===== src/rtl/ctrl_pkg.sv =====
`default_nettype none
// ============================================================================
// Module : ctrl_pkg
// Brief  : Shared constants for the branch controller: FSM state encoding,
//          opcode groups (upper IR nibble), Jcc condition codes, datapath
//          mux selects and an instruction-length helper.
// Rev    : 1.0  initial release
// ============================================================================
package ctrl_pkg;

   typedef enum logic [2:0] {
      ST_FETCH  = 3'd0,
      ST_DECODE = 3'd1,
      ST_OPND   = 3'd2,
      ST_LOADOP = 3'd3,
      ST_EXEC   = 3'd4,
      ST_HALT   = 3'd5
   } state_e;

   // Opcode groups, selected by IR[7:4] when IR[7] = 0
   localparam logic [3:0] C_OP_SYS = 4'h0;   // NOP, or HALT when IR = 0x0F
   localparam logic [3:0] C_OP_LDA = 4'h1;
   localparam logic [3:0] C_OP_STA = 4'h2;
   localparam logic [3:0] C_OP_LDI = 4'h3;
   localparam logic [3:0] C_OP_IN  = 4'h4;
   localparam logic [3:0] C_OP_OUT = 4'h5;
   localparam logic [3:0] C_OP_JMP = 4'h6;
   localparam logic [3:0] C_OP_JCC = 4'h7;

   localparam logic [7:0] C_OP_HALT_BYTE = 8'h0F;

   // Jcc condition codes in IR[1:0]
   localparam logic [1:0] C_CC_Z  = 2'b00;
   localparam logic [1:0] C_CC_NZ = 2'b01;
   localparam logic [1:0] C_CC_P  = 2'b10;
   localparam logic [1:0] C_CC_NP = 2'b11;

   // Accumulator input mux selects
   localparam logic [1:0] C_MUX_ALU = 2'b00;
   localparam logic [1:0] C_MUX_RF  = 2'b01;
   localparam logic [1:0] C_MUX_IN  = 2'b10;
   localparam logic [1:0] C_MUX_IMM = 2'b11;

   // Instructions that carry an operand byte after the opcode
   function automatic logic is_two_byte(input logic [7:0] op);
      return (op[7] == 1'b0) &&
             ((op[7:4] == C_OP_LDI) || (op[7:4] == C_OP_JMP) || (op[7:4] == C_OP_JCC));
   endfunction

endpackage : ctrl_pkg
`default_nettype wire


===== src/rtl/ctrl_decode.sv =====
`default_nettype none
// ============================================================================
// Module : ctrl_decode
// Brief  : Purely combinational opcode-to-control decode. Strobes and the
//          mux select are only active while exec_i is high; field outputs
//          follow the IR at all times.
// Ports  : ir_i        instruction register
//          exec_i      controller is in its execute cycle
//          z_i, p_i    stored zero / positive flags
//          muxsel_o    accumulator input select (00 outside execute)
//          accwr_o, rfwr_o, outen_o   one-cycle strobes
//          rfaddr_o, alusel_o, shiftsel_o   IR field decode
//          is_halt_o   IR holds the HALT opcode
//          jump_o      load PC from operand this cycle
// Rev    : 1.0  initial release
// ============================================================================
module ctrl_decode
   import ctrl_pkg::*;
(
   input  logic [7:0] ir_i,
   input  logic       exec_i,
   input  logic       z_i,
   input  logic       p_i,
   output logic [1:0] muxsel_o,
   output logic       accwr_o,
   output logic       rfwr_o,
   output logic       outen_o,
   output logic [2:0] rfaddr_o,
   output logic [2:0] alusel_o,
   output logic [1:0] shiftsel_o,
   output logic       is_halt_o,
   output logic       jump_o
);

   logic w_cc_true;

   assign rfaddr_o   = ir_i[2:0];
   assign alusel_o   = ir_i[6:4];
   assign shiftsel_o = {1'b0, ir_i[3]};
   assign is_halt_o  = (ir_i == C_OP_HALT_BYTE);

   always_comb begin
      w_cc_true = 1'b0;
      case (ir_i[1:0])
         C_CC_Z:  w_cc_true = z_i;
         C_CC_NZ: w_cc_true = ~z_i;
         C_CC_P:  w_cc_true = p_i;
         C_CC_NP: w_cc_true = ~p_i;
         default: w_cc_true = 1'b0;
      endcase
   end

   always_comb begin
      muxsel_o = C_MUX_ALU;
      accwr_o  = 1'b0;
      rfwr_o   = 1'b0;
      outen_o  = 1'b0;
      jump_o   = 1'b0;
      if (exec_i) begin
         if (ir_i[7]) begin
            accwr_o  = 1'b1;
            muxsel_o = C_MUX_ALU;
         end else begin
            case (ir_i[7:4])
               C_OP_LDA: begin
                  accwr_o  = 1'b1;
                  muxsel_o = C_MUX_RF;
               end
               C_OP_STA: rfwr_o = 1'b1;
               C_OP_LDI: begin
                  accwr_o  = 1'b1;
                  muxsel_o = C_MUX_IMM;
               end
               C_OP_IN: begin
                  accwr_o  = 1'b1;
                  muxsel_o = C_MUX_IN;
               end
               C_OP_OUT: outen_o = 1'b1;
               C_OP_JMP: jump_o  = 1'b1;
               C_OP_JCC: jump_o  = w_cc_true;
               default:  ;   // NOP / HALT: no datapath action
            endcase
         end
      end
   end

endmodule : ctrl_decode
`default_nettype wire


===== src/rtl/branch_controller.sv =====
`default_nettype none
// ============================================================================
// Module : branch_controller
// Brief  : Multi-cycle fetch/decode/execute controller for an 8-bit
//          accumulator datapath with a synchronous program ROM.
//          Owns the FSM, PC, IR, operand register and {Z,P} flags.
// Ports  : clk_ctrl, rst_ctrl          clock, synchronous active-high reset
//          pm_addr_ctrl / pm_data_ctrl program ROM address / data (1-cycle)
//          zero_ctrl, positive_ctrl     datapath flags, captured on accwr
//          muxsel_ctrl, imm_ctrl, accwr_ctrl, rfaddr_ctrl, rfwr_ctrl,
//          alusel_ctrl, shiftsel_ctrl, outen_ctrl   datapath controls
//          halted_ctrl                  processor has halted
// Rev    : 1.0  initial release
// ============================================================================
module branch_controller
   import ctrl_pkg::*;
(
   input  logic       clk_ctrl,
   input  logic       rst_ctrl,
   output logic [7:0] pm_addr_ctrl,
   input  logic [7:0] pm_data_ctrl,
   input  logic       zero_ctrl,
   input  logic       positive_ctrl,
   output logic [1:0] muxsel_ctrl,
   output logic [7:0] imm_ctrl,
   output logic       accwr_ctrl,
   output logic [2:0] rfaddr_ctrl,
   output logic       rfwr_ctrl,
   output logic [2:0] alusel_ctrl,
   output logic [1:0] shiftsel_ctrl,
   output logic       outen_ctrl,
   output logic       halted_ctrl
);

   state_e     state_q, state_d;
   logic [7:0] pc_q, pc_d;
   logic [7:0] ir_q, ir_d;
   logic [7:0] opnd_q, opnd_d;
   logic       z_q, p_q;

   logic       w_exec;
   logic       w_is_halt;
   logic       w_jump;

   assign w_exec = (state_q == ST_EXEC);

   ctrl_decode u_decode (
      .ir_i       (ir_q),
      .exec_i     (w_exec),
      .z_i        (z_q),
      .p_i        (p_q),
      .muxsel_o   (muxsel_ctrl),
      .accwr_o    (accwr_ctrl),
      .rfwr_o     (rfwr_ctrl),
      .outen_o    (outen_ctrl),
      .rfaddr_o   (rfaddr_ctrl),
      .alusel_o   (alusel_ctrl),
      .shiftsel_o (shiftsel_ctrl),
      .is_halt_o  (w_is_halt),
      .jump_o     (w_jump)
   );

   assign pm_addr_ctrl = pc_q;
   assign imm_ctrl     = opnd_q;
   // Halt is reported from the HALT instruction's own execute cycle onward.
   assign halted_ctrl  = (state_q == ST_HALT) || (w_exec && w_is_halt);

   always_ff @(posedge clk_ctrl) begin
      if (rst_ctrl) begin
         state_q <= ST_FETCH;
         pc_q    <= 8'h00;
         ir_q    <= 8'h00;
         opnd_q  <= 8'h00;
         z_q     <= 1'b1;
         p_q     <= 1'b1;
      end else begin
         state_q <= state_d;
         pc_q    <= pc_d;
         ir_q    <= ir_d;
         opnd_q  <= opnd_d;
         if (accwr_ctrl) begin
            z_q <= zero_ctrl;
            p_q <= positive_ctrl;
         end
      end
   end

   always_comb begin
      state_d = state_q;
      pc_d    = pc_q;
      ir_d    = ir_q;
      opnd_d  = opnd_q;
      case (state_q)
         ST_FETCH: state_d = ST_DECODE;
         ST_DECODE: begin
            // ROM data for the fetched address is valid now
            ir_d    = pm_data_ctrl;
            pc_d    = pc_q + 8'd1;
            state_d = is_two_byte(pm_data_ctrl) ? ST_OPND : ST_EXEC;
         end
         ST_OPND: state_d = ST_LOADOP;   // ROM read of the operand in flight
         ST_LOADOP: begin
            opnd_d  = pm_data_ctrl;
            pc_d    = pc_q + 8'd1;
            state_d = ST_EXEC;
         end
         ST_EXEC: begin
            if (w_jump) begin
               pc_d = opnd_q;
            end
            state_d = w_is_halt ? ST_HALT : ST_FETCH;
         end
         ST_HALT: state_d = ST_HALT;
         default: state_d = ST_FETCH;
      endcase
   end

endmodule : branch_controller
`default_nettype wire


===== config.mk =====
export PLATFORM = sky130hd
export DESIGN_NAME = branch_controller
export DESIGN_NICKNAME = d
export VERILOG_FILES = /design/src/rtl/ctrl_pkg.sv /design/src/rtl/ctrl_decode.sv /design/src/rtl/branch_controller.sv
export SDC_FILE = /design/constraint.sdc
export NUM_CORES = 1
export LEC_CHECK = 0
export CORE_UTILIZATION = 40
export CTS_BUF_LIST = sky130_fd_sc_hd__clkbuf_8 sky130_fd_sc_hd__clkbuf_16
export CTS_CLUSTER_SIZE = 28
export DETAILED_ROUTE_END_ITERATION = 12
export GPL_TIMING_DRIVEN = 0
export PLACE_DENSITY = 0.81
export SYNTH_ARGS = -nofsm -noshare
export SYNTH_HDL_FRONTEND = slang
export SYNTH_SLANG_ARGS = --single-unit

===== constraint.sdc =====
create_clock -name clk_ctrl -period 1.5 [get_ports clk_ctrl]
set_input_delay 0.225 -clock clk_ctrl [delete_from_list [all_inputs] [get_ports clk_ctrl]]
set_output_delay 0.225 -clock clk_ctrl [all_outputs]
set_load 0.02 [all_outputs]

==> key figures <==
Timing
  • Fin crit period: 1.796 ns
  • Min Hold Slack: between 0.4 and 0.5 ns
  • Relative slew margins: about three fifths
  • Finish-stage setup viols: 14
  • Fin Setup TNS: -1.694 ns
  • Final Skew: 0.007191 ns
  • Tightest Pin Transition: 0.5758 ns
  • Fmax: 556.7 MHz
  • Max-slew violation count: 0
  • Fin. Hold Viols: 0
  • Post-route setup slack: -0.2962 ns
  • Period Utilization, post-route: 119.7%
  • RSZ-0062 raised after global routing: yes

Worst setup path
  • Worst-path cell chain: and4_1 -> a21oi_1 -> or3b_4 -> inv_2 -> buf_6
  • CP peak stage delay: 0.44 ns
  • Crit Path Category: flop to primary output
  • Worst Setup EP: halted_ctrl
  • Critical Path Start: ir_q[0]$_SDFFE_PP0P_
  • Stages on worst setup path: 5
  • Critical path's slowest cell: dfxtp_2
  • Critical Path End Type: primary output
  • Crit path buf inv count: 2
  • Crit Path Max Fanout: 6
  • End of the worst register-to-register path: pm_addr_ctrl[0]$_SDFFE_PP0P_
  • CP delay by family, top: simple AND/OR/NAND/NOR gates
  • Worst R2R Setup Slack: -0.16 ns
  • CP Data Required Time: around 1.3 ns
  • Arr. time, crit path: about 1.6 ns
  • Reg2reg start: state_q[0]$_SDFF_PP0_
  • CP Launch Type: flop
  • R2R cell count: 5

Floorplanning
  • CORE AREA: 0.003661 mm²
  • Die width: ~64 µm
  • Num rows: 22
  • Starting density of the core: 41.90%
  • DIE AREA: 0.004086 mm²
  • Die Y: 63.93 µm
  • Top Ports: 42

Logic synthesis
  • Top_reg_cell synth: dfxtp_1
  • Post-Synth Simple-Gate Area: 25.94%
  • Netlist cell types: 46
  • Xor/xnor share of the synthesized area: less than 1%
  • Largest family of logic cells by synthesized area: simple AND/OR/NAND/NOR gates
  • #FFs+latches synth: 29
  • Ys async rst share: 0%
  • Mapped Nets: 202
  • Compound-gate portion of the synthesized area: roughly 23%
  • Sequential fraction of the synthesis area: a little under two fifths
  • Syn_area_per_cell: 8.116 µm²
  • Post-synth EDFFs: 0
  • Post-synthesis mux area share: 3.915%
  • Synthesized area: roughly 0.0015 mm²
  • Synth Instances: approximately 190
  • Adder-Cell Fraction of Synth Area: less than 1%
  • Yosys warns: 0

Final layout
  • Area Growth Syn to Fin: 60.28%
  • FF/Latch Area: 604.3 µm²
  • Fill cells: 279
  • Nets: 262
  • Layout Utilization: 67.16%
  • Share of layout cells above drive strength 1: between 30% and 40%
  • ANT cells: 0
  • Area occupied by multi-input gates: 0.001040 mm²
  • Post-route cell area: roughly 0.0025 mm²

Worst hold path
  • Hold path cells: 2
  • HP Start: imm_ctrl[0]$_SDFFE_PP0P_
  • HP Class: flop to flop

Place
  • PortBufs: 39
  • Placed Instance Area: 0.002021 mm²
  • Routability cong.: roughly 0.89
  • DP Wirelength: 2857 µm

GRT
  • GRT Util Overall: 23.97%
  • First-pass GRT wire length: 7472 µm
  • Grt ovf: 0
  • Largest net degree at the start of global routing: 11
  • Number of global-route vias before repair: 1600
  • Initial antenna violation count: 0

Run
  • Max-Cap Viols: 0

Clock network
  • CTS clock-pin slew for the worst setup and hold paths: around 0.06 ns
  • CTS root buf: clkbuf_8
  • Clock Sinks: 29
  • Max clock buf depth: 2
  • CTS Hold Bufs: 0
  • CTS H-tree depth: 2
  • Inserted Clock Buffers: 5
  • CTS tree: yes
  • Worst skew pair latency: 0.29 ns

Routing
  • Wire per inst: 16.05 µm
  • Drt first pass iters: 4
  • Vias per inst: ~5.8
  • Routed Antenna Nets: 0
  • Routed wire length: 4784 µm
  • Via count: 1726
  • Drc violations: 0
  • DR iter-0 viols: between 150 and 200

Power and ir drop
  • Peak VDD IR: 628.2 µV
  • Power density over the cells: 898.3 mW/mm²
  • Lkg Pwr: 1.104 nW

Status
  • Run status: finished, violations left
  • Violated checks: setup timing
[registers in the layout (all words and copies together) (netlist names)]
register and count:
ir_q 8, pm_addr_ctrl 8, z_q 1, p_q 1
state_q 3, imm_ctrl 8
[power by group]
group          internal, W  switching, W  leakage, nW
Sequential        0.000808     0.0000659        0.241
Combinational     0.000242      0.000264        0.801
Clock             0.000534      0.000295       0.0626
Total              0.00158      0.000625         1.10
[worst min-delay path by stage]
| stage | endpoint | slack, ns |
|---|---|---|
| after floorplan | p_q$_SDFFE_PP1P_ | 0.35 |
| after global placement | p_q$_SDFFE_PP1P_ | 0.46 |
| after global routing | imm_ctrl[0]$_SDFFE_PP0P_ | 0.52 |
| final | imm_ctrl[0]$_SDFFE_PP0P_ | 0.49 |
| after CTS | imm_ctrl[0]$_SDFFE_PP0P_ | 0.49 |
| after detailed placement | p_q$_SDFFE_PP1P_ | 0.47 |
[routing by layer]
metal  GRT usage (%)  part of all wire [%]  wire length, µm
met4           10.23                   2.3              109
met2           39.63                    52             2468
met3           8.393                   5.6              269
met5               0                     0                0
met1           27.82                    40             1937
[cell usage in the layout (no fill, tap or decap), drive strengths merged, types with 4 or more instances in the layout]
| cell | instances |
|---|---|
| a21oi | 21 |
| a31oi | 4 |
| and3 | 4 |
| buf | 34 |
| clkbuf | 11 |
| clkdlybuf4s50 | 11 |
| dfxtp | 29 |
| dlygate4sd2 | 18 |
| dlymetal6s2s | 4 |
| mux2i | 6 |
| nand2 | 27 |
| nand3 | 9 |
| nor2 | 11 |
| nor3 | 5 |
| nor3b | 4 |
| o21ai | 8 |
| o32ai | 5 |
[tightest hold or removal path, stage by stage, from the launching register on]
cell	delay [ns]
dfxtp_1	0.33
nand2_1	0.06
a21oi_1	0.05
[cells in the mapped netlist, types with 2 or more instances]
| cell | number | area [µm²] |
|---|---|---|
| nand2b_1 | 2 | 12.51 |
| inv_1 | 2 | 7.510 |
| nor2b_1 | 3 | 18.77 |
| nand2_1 | 27 | 101.4 |
| nand3_1 | 8 | 40.04 |
| and3_1 | 4 | 25.02 |
| o32ai_1 | 5 | 43.79 |
| nor3b_1 | 3 | 22.52 |
| a21oi_1 | 21 | 105.1 |
| a31oi_1 | 4 | 25.02 |
| dfxtp_1 | 29 | 580.6 |
| and4_1 | 2 | 17.52 |
| a221oi_1 | 3 | 26.28 |
| o21ai_0 | 8 | 40.04 |
| a211oi_1 | 2 | 15.01 |
| mux2i_1 | 6 | 60.06 |
| buf_4 | 8 | 60.06 |
| clkbuf_1 | 9 | 33.78 |
| or3b_1 | 2 | 17.52 |
| nor2_1 | 11 | 41.29 |
| nor3_1 | 5 | 25.02 |
[logic make-up (layout without fill, tap and decap cells)]
logic type | count (synthesis) | after routing
compound gates | 53 | 53
simple gates | 75 | 75
buf+inv | 23 | 84
fa+ha+maj | 1 | 1
flops | 29 | 29
mux | 6 | 6
xor+xnor | 1 | 1
other cells | 1 | 1
[metrics by stage]
step / instances / worst slack, ns / total power [W]
floorplan: 189 / 0.007672 / 0.001120
detailed placement: 276 / -0.7224 / 0.001268
global route: 298 / -0.3714 / 0.002292
CTS: 294 / -0.3981 / 0.002180
global placement: 276 / -0.7241 / 0.001263
finish: 298 / -0.2962 / 0.002209
[area by class of cell]
class,instances,area share [%]
clock buffers,6,3.359
inverters,3,0.4580
multi-input cells,137,42.29
clock inverters,2,1.374
plain buffers,15,4.326
well taps,48,2.443
flip-flops and latches,29,24.58
repair buffers,58,21.17
[what timing repair did]
item / CTS / global route
hold endpoints to repair: 0 / 0
pin swaps: 20 / 5
endpoints found under the setup margin: 36 / 34
gates resized for setup: 88 / 17
buffers inserted: 13 / 6
Power figures use the tool's default switching activity.
==> variant 1: new RTL, config.mk and constraints unchanged <==
The 6 states of `state_e` get a one-hot encoding in 6 bits.
--- a/src/rtl/ctrl_pkg.sv
+++ b/src/rtl/ctrl_pkg.sv
@@ -10,9 +10,9 @@
 
-   typedef enum logic [2:0] {
-      ST_FETCH  = 3'd0,
-      ST_DECODE = 3'd1,
-      ST_OPND   = 3'd2,
-      ST_LOADOP = 3'd3,
-      ST_EXEC   = 3'd4,
-      ST_HALT   = 3'd5
+   typedef enum logic [5:0] {
+      ST_FETCH  = 6'b000001,
+      ST_DECODE = 6'b000010,
+      ST_OPND   = 6'b000100,
+      ST_LOADOP = 6'b001000,
+      ST_EXEC   = 6'b010000,
+      ST_HALT   = 6'b100000
    } state_e;
Behaviour: no difference found for any inputs over 10 cycles, from zero or initial values and one cycle with rst_ctrl high; not proved beyond that.
==> variant 1 against the original RTL <==
The run still ends with setup timing left. Maximum frequency decreased by 12%. Total power shrank 4.8%. Sequential cell count increased by 3. Sequential power increased by 4.9%. Register-to-register slack got worse by 0.37 ns. Highest routed layer unchanged. Setup slack got worse by 0.25 ns. Critical path depth decreased by 1. Wire length fell by 4.5%. Die area rose by 6.3%. Largest cell class unchanged. Non-clock buffer count fell by 6. Cell count down 0.67%. Critical endpoint is now outen_ctrl. Utilization shrank 1.6 points. Synthesized area grew 6.5%. Design area up 1.3%.
==> variant 1: results (changes against the original RTL) <==
final worst slack: -0.550 ns (was -0.296 ns)
Synthesized Nets: 203 (was 202)
status: complete, but fails checks (unchanged)
CP max stage delay: 0.58 ns (was 0.44 ns)
Commonest cells post-synth: dfxtp_1 (32), nor2_1 (30), mux2i_1 (16), a21oi_1 (12), nand2_1 (12) (was dfxtp_1 (29), nand2_1 (27), a21oi_1 (21), nor2_1 (11), clkbuf_1 (9))
placed insts: 278 (was 276)
crit path DAT: 1.83 ns (was 1.57 ns)
failing checks: setup timing (unchanged)
synth top area cells: dfxtp_1 (39%), mux2i_1 (9.8%), nor2_1 (6.9%) (was dfxtp_1 (38%), a21oi_1 (6.9%), nand2_1 (6.6%))
Buffers excl. clock: 67 (was 73)
Worst VDD drop: 0.602 mV (was 0.628 mV)
CP max-delay cell: or4_4 (was dfxtp_2)
Non-clock buffer share: 0.260 (was 0.255)
NumNets Final: 260 (was 262)
number of fill cells: 321 (was 279)
Worst setup endpoint: outen_ctrl (was halted_ctrl)
Final clock-cell share: 0.0432 (was 0.0473)
WHS: 0.491 ns (about the same)
met3 WL: 193 microns (was 269 microns)
Setup Skew: 0.00689 ns (was 0.00719 ns)
share of post-route cells with drive strength above 1: 0.278 (was 0.328)
reg2reg start: state_q[1] (was state_q[0])
Layout area overhead: 52.4% (was 60.3%)
NetSw: 0.548 mW (was 0.625 mW)
GPL Wtd Cong: 0.777 (was 0.891)
# setup viols final: 17 (was 14)
variant 1: cell count changes in the layout (fill, tap and decap cells not counted), moves of 4 or more:
| cell | delta |
|---|---|
| nor2_1 | +20 |
| buf_4 | -18 |
| nand2_1 | -15 |
| buf_6 | +12 |
| a21oi_1 | -11 |
| mux2i_1 | +10 |
| nand3b_1 | +5 |
| dfxtp_1 | +4 |
| nand3_1 | -4 |
| o21ai_0 | -4 |
| o21ai_2 | +4 |
variant 1: power by group through the flow:
stage                     combinational (mW)  clock (mW)  sequential [mW]
final                                  0.364       0.820            0.917
after global routing                   0.389       0.867            0.922
after CTS                              0.335       0.825            0.913
after detailed placement               0.278           0            0.937
after global placement                 0.272           0            0.936
after floorplan                        0.184           0            0.929
variant 1: kinds of logic (layout without fill, tap and decap cells):
logic type                 count (synthesis)  count (layout)
buffers and inverters                     19              77
muxes                                     18              18
and+or+nand+nor                           82              82
adders and majority gates                  1               1
DFF                                       32              32
other                                      1               1
AOI/OAI and AO/OA                         35              35
xor gates and xnor gates                   2               2
==> variant 2: new RTL, same settings <==
Without the edit above. Make the reset (`rst_ctrl`) asynchronous in one clocked block. Comments in the files are not updated.
--- a/src/rtl/branch_controller.sv
+++ b/src/rtl/branch_controller.sv
@@ -67,3 +67,3 @@
 
-   always_ff @(posedge clk_ctrl) begin
+   always_ff @(posedge clk_ctrl or posedge rst_ctrl) begin
       if (rst_ctrl) begin
Function: differs if rst_ctrl is asserted again (counterexample within 4 cycles, from zero or initial values and one cycle with rst_ctrl high); with rst_ctrl held inactive, the same outputs for 10 cycles.
==> variant 2 against the original RTL <==
The flow still finishes with violations (setup timing). Wire length up 9.6%. Setup slack worse by 0.020 ns. First-iteration DRC count down 28%. Non-clock buffer count up 13. Cell count down 8.4%. Design area up 7.4%. Sequential cell count unchanged. Hold slack worse by 0.12 ns. Die area up 3.2%. Synthesized area up 3.3%. Global-route usage up 1.9 points. Critical path type unchanged.
Power is not compared: it rests on default switching activity, and its combinational part moved more than twofold at a synthesized area within 25%.
==> variant 2: results (changes against the original RTL) <==
placed insts: 234 (was 276)
non-filler cells, final: 273 (was 298)
Max Buffers Root-to-Sink: 2 (unchanged)
mux share of post-synthesis cell area: 0.161 (was 0.0392)
final worst slack: -0.316 ns (was -0.296 ns)
Wirelength per Cell: 19.2 microns (was 16.1 microns)
XOR/XNOR Fraction of Synth Area: 0 (was 0.00571)
inverter count: 4 (was 3)
Placement Cell Area: 0.00207 sq mm (was 0.00202 sq mm)
worst rel slew slack: 0.575 (was 0.616)
Yosys cell types: 47 (was 46)
share of post-route cells with drive strength above 1: 0.511 (was 0.328)
reg2reg setup slack: -0.29 ns (was -0.16 ns)
H-tree levels: 2 (unchanged)
Seq/total area: 0.278 (was 0.246)
count of multi-input gates: 98 (was 137)
Hold/Removal Path Class: primary input to asynchronous set/reset pin (was register to register)
DP Wirelength: 2.57 mm (was 2.86 mm)
CP max-delay cell: or4b_4 (was dfxtp_2)
CP max stage delay: 0.56 ns (was 0.44 ns)
Avg Inst Size Synth: 10.8 sq um (was 8.12 sq um)
R2R Path End: pm_addr_ctrl[0] (unchanged)
synth top area cells: dfrtp_1 (43%), mux2_2 (14%), buf_4 (3.8%) (was dfxtp_1 (38%), a21oi_1 (6.9%), nand2_1 (6.6%))
I/O Buffers: 40 (was 39)
top_reg_cell synth: dfrtp_1 (was dfxtp_1)
post-cts repair resize count: 96 (was 88)
# setup viols final: 25 (was 14)
crit path DAT: 1.59 ns (was 1.57 ns)
Synth Area in Compound Gates: 0.133 (was 0.225)
reg2reg start: state_q[1] (was state_q[0])
Synthesized Nets: 159 (was 202)
Total Routing Usage GR: 0.259 (was 0.240)
failing checks: setup timing (unchanged)
first-pass GRT wire length: 7.83 mm (was 7.47 mm)
pin count of the biggest net entering global routing: 30 (was 11)
status: complete, but fails checks (unchanged)
ys async rst share: 1.00 (was 0)
post-CTS setup buffer count: 22 (was 13)
multi-input logic area: 965 sq um (was 0.00104 sq mm)
First DRT Iteration DRCs: 134 (was 186)
Clock power frac: 0.092
number of fill cells: 265 (was 279)
vias in the first global route: 1,519 (was 1,600)
via count: 1,573 (was 1,726)
Buffers excl. clock: 86 (was 73)
Synth Area in Adders: 0.00790 (was 0.00816)
Worst VDD drop: 1.41 mV
sequential-to-total area share from yosys stat: 0.460 (was 0.378)
WHS: 0.367 ns (was 0.491 ns)
Commonest cells post-synth: dfrtp_1 (27), mux2_2 (20), nand2_1 (9), buf_4 (8), a21oi_1 (6) (was dfxtp_1 (29), nand2_1 (27), a21oi_1 (21), nor2_1 (11), clkbuf_1 (9))
Final Util: 0.710 (was 0.672)
Final clock-cell share: 0.0303 (was 0.0473)
Non-clock buffer share: 0.297 (was 0.255)
GPL Wtd Cong: 0.820 (was 0.891)
## variant 2: cell count changes after synthesis, sizes merged, moves of 5 or more
| cell | change |
|---|---|
| o32ai | -5 |
| dfxtp | -29 |
| clkbuf | -5 |
| mux2 | +20 |
| nand3 | -6 |
| nor2 | -5 |
| dfrtp | +27 |
| o22ai | +5 |
| a21oi | -15 |
| nand2 | -18 |
## variant 2: per-layer routing
layer | GRT usage | share of wire | routed length, microns
met4 | 0.186 | 0.038 | 200
met2 | 0.426 | 0.52 | 2720
met3 | 0.0546 | 0.061 | 322
met5 | 0 | 0 | 0
met1 | 0.295 | 0.38 | 2000
## variant 2: worst register-to-register path, delay by kind of cell, from the launching register on
family | cells | cell delay [ns]
AO/OA/AOI/OAI | 3 | 0.61
buffers and inverters | 1 | 0.14
flip-flops | 1 | 0.37
AND/OR/NAND/NOR | 1 | 0.56
## variant 2: through the flow
| step | TNS [ns] | worst slack [ns] |
|---|---|---|
| global route | -4.50 | -0.350 |
| floorplan | -1.24 | -0.142 |
| finish | -3.47 | -0.316 |
| global placement | -10.57 | -0.766 |
| detailed placement | -10.47 | -0.747 |
| CTS | -2.27 | -0.301 |
## variant 2: how the worst max path moves through the flow
| stage | cells past startpoint | to | start | slack, ns |
|---|---|---|---|---|
| final | 4 | muxsel_ctrl[1] | state_q[1] | -0.32 |
| after global routing | 4 | halted_ctrl | ir_q[7] | -0.35 |
| after CTS | 4 | muxsel_ctrl[1] | state_q[1] | -0.30 |
| after detailed placement | 5 | rfwr_ctrl | state_q[2] | -0.75 |
| after global placement | 5 | rfwr_ctrl | state_q[2] | -0.77 |
| after floorplan | 5 | pm_addr_ctrl[0] | state_q[0] | -0.14 |
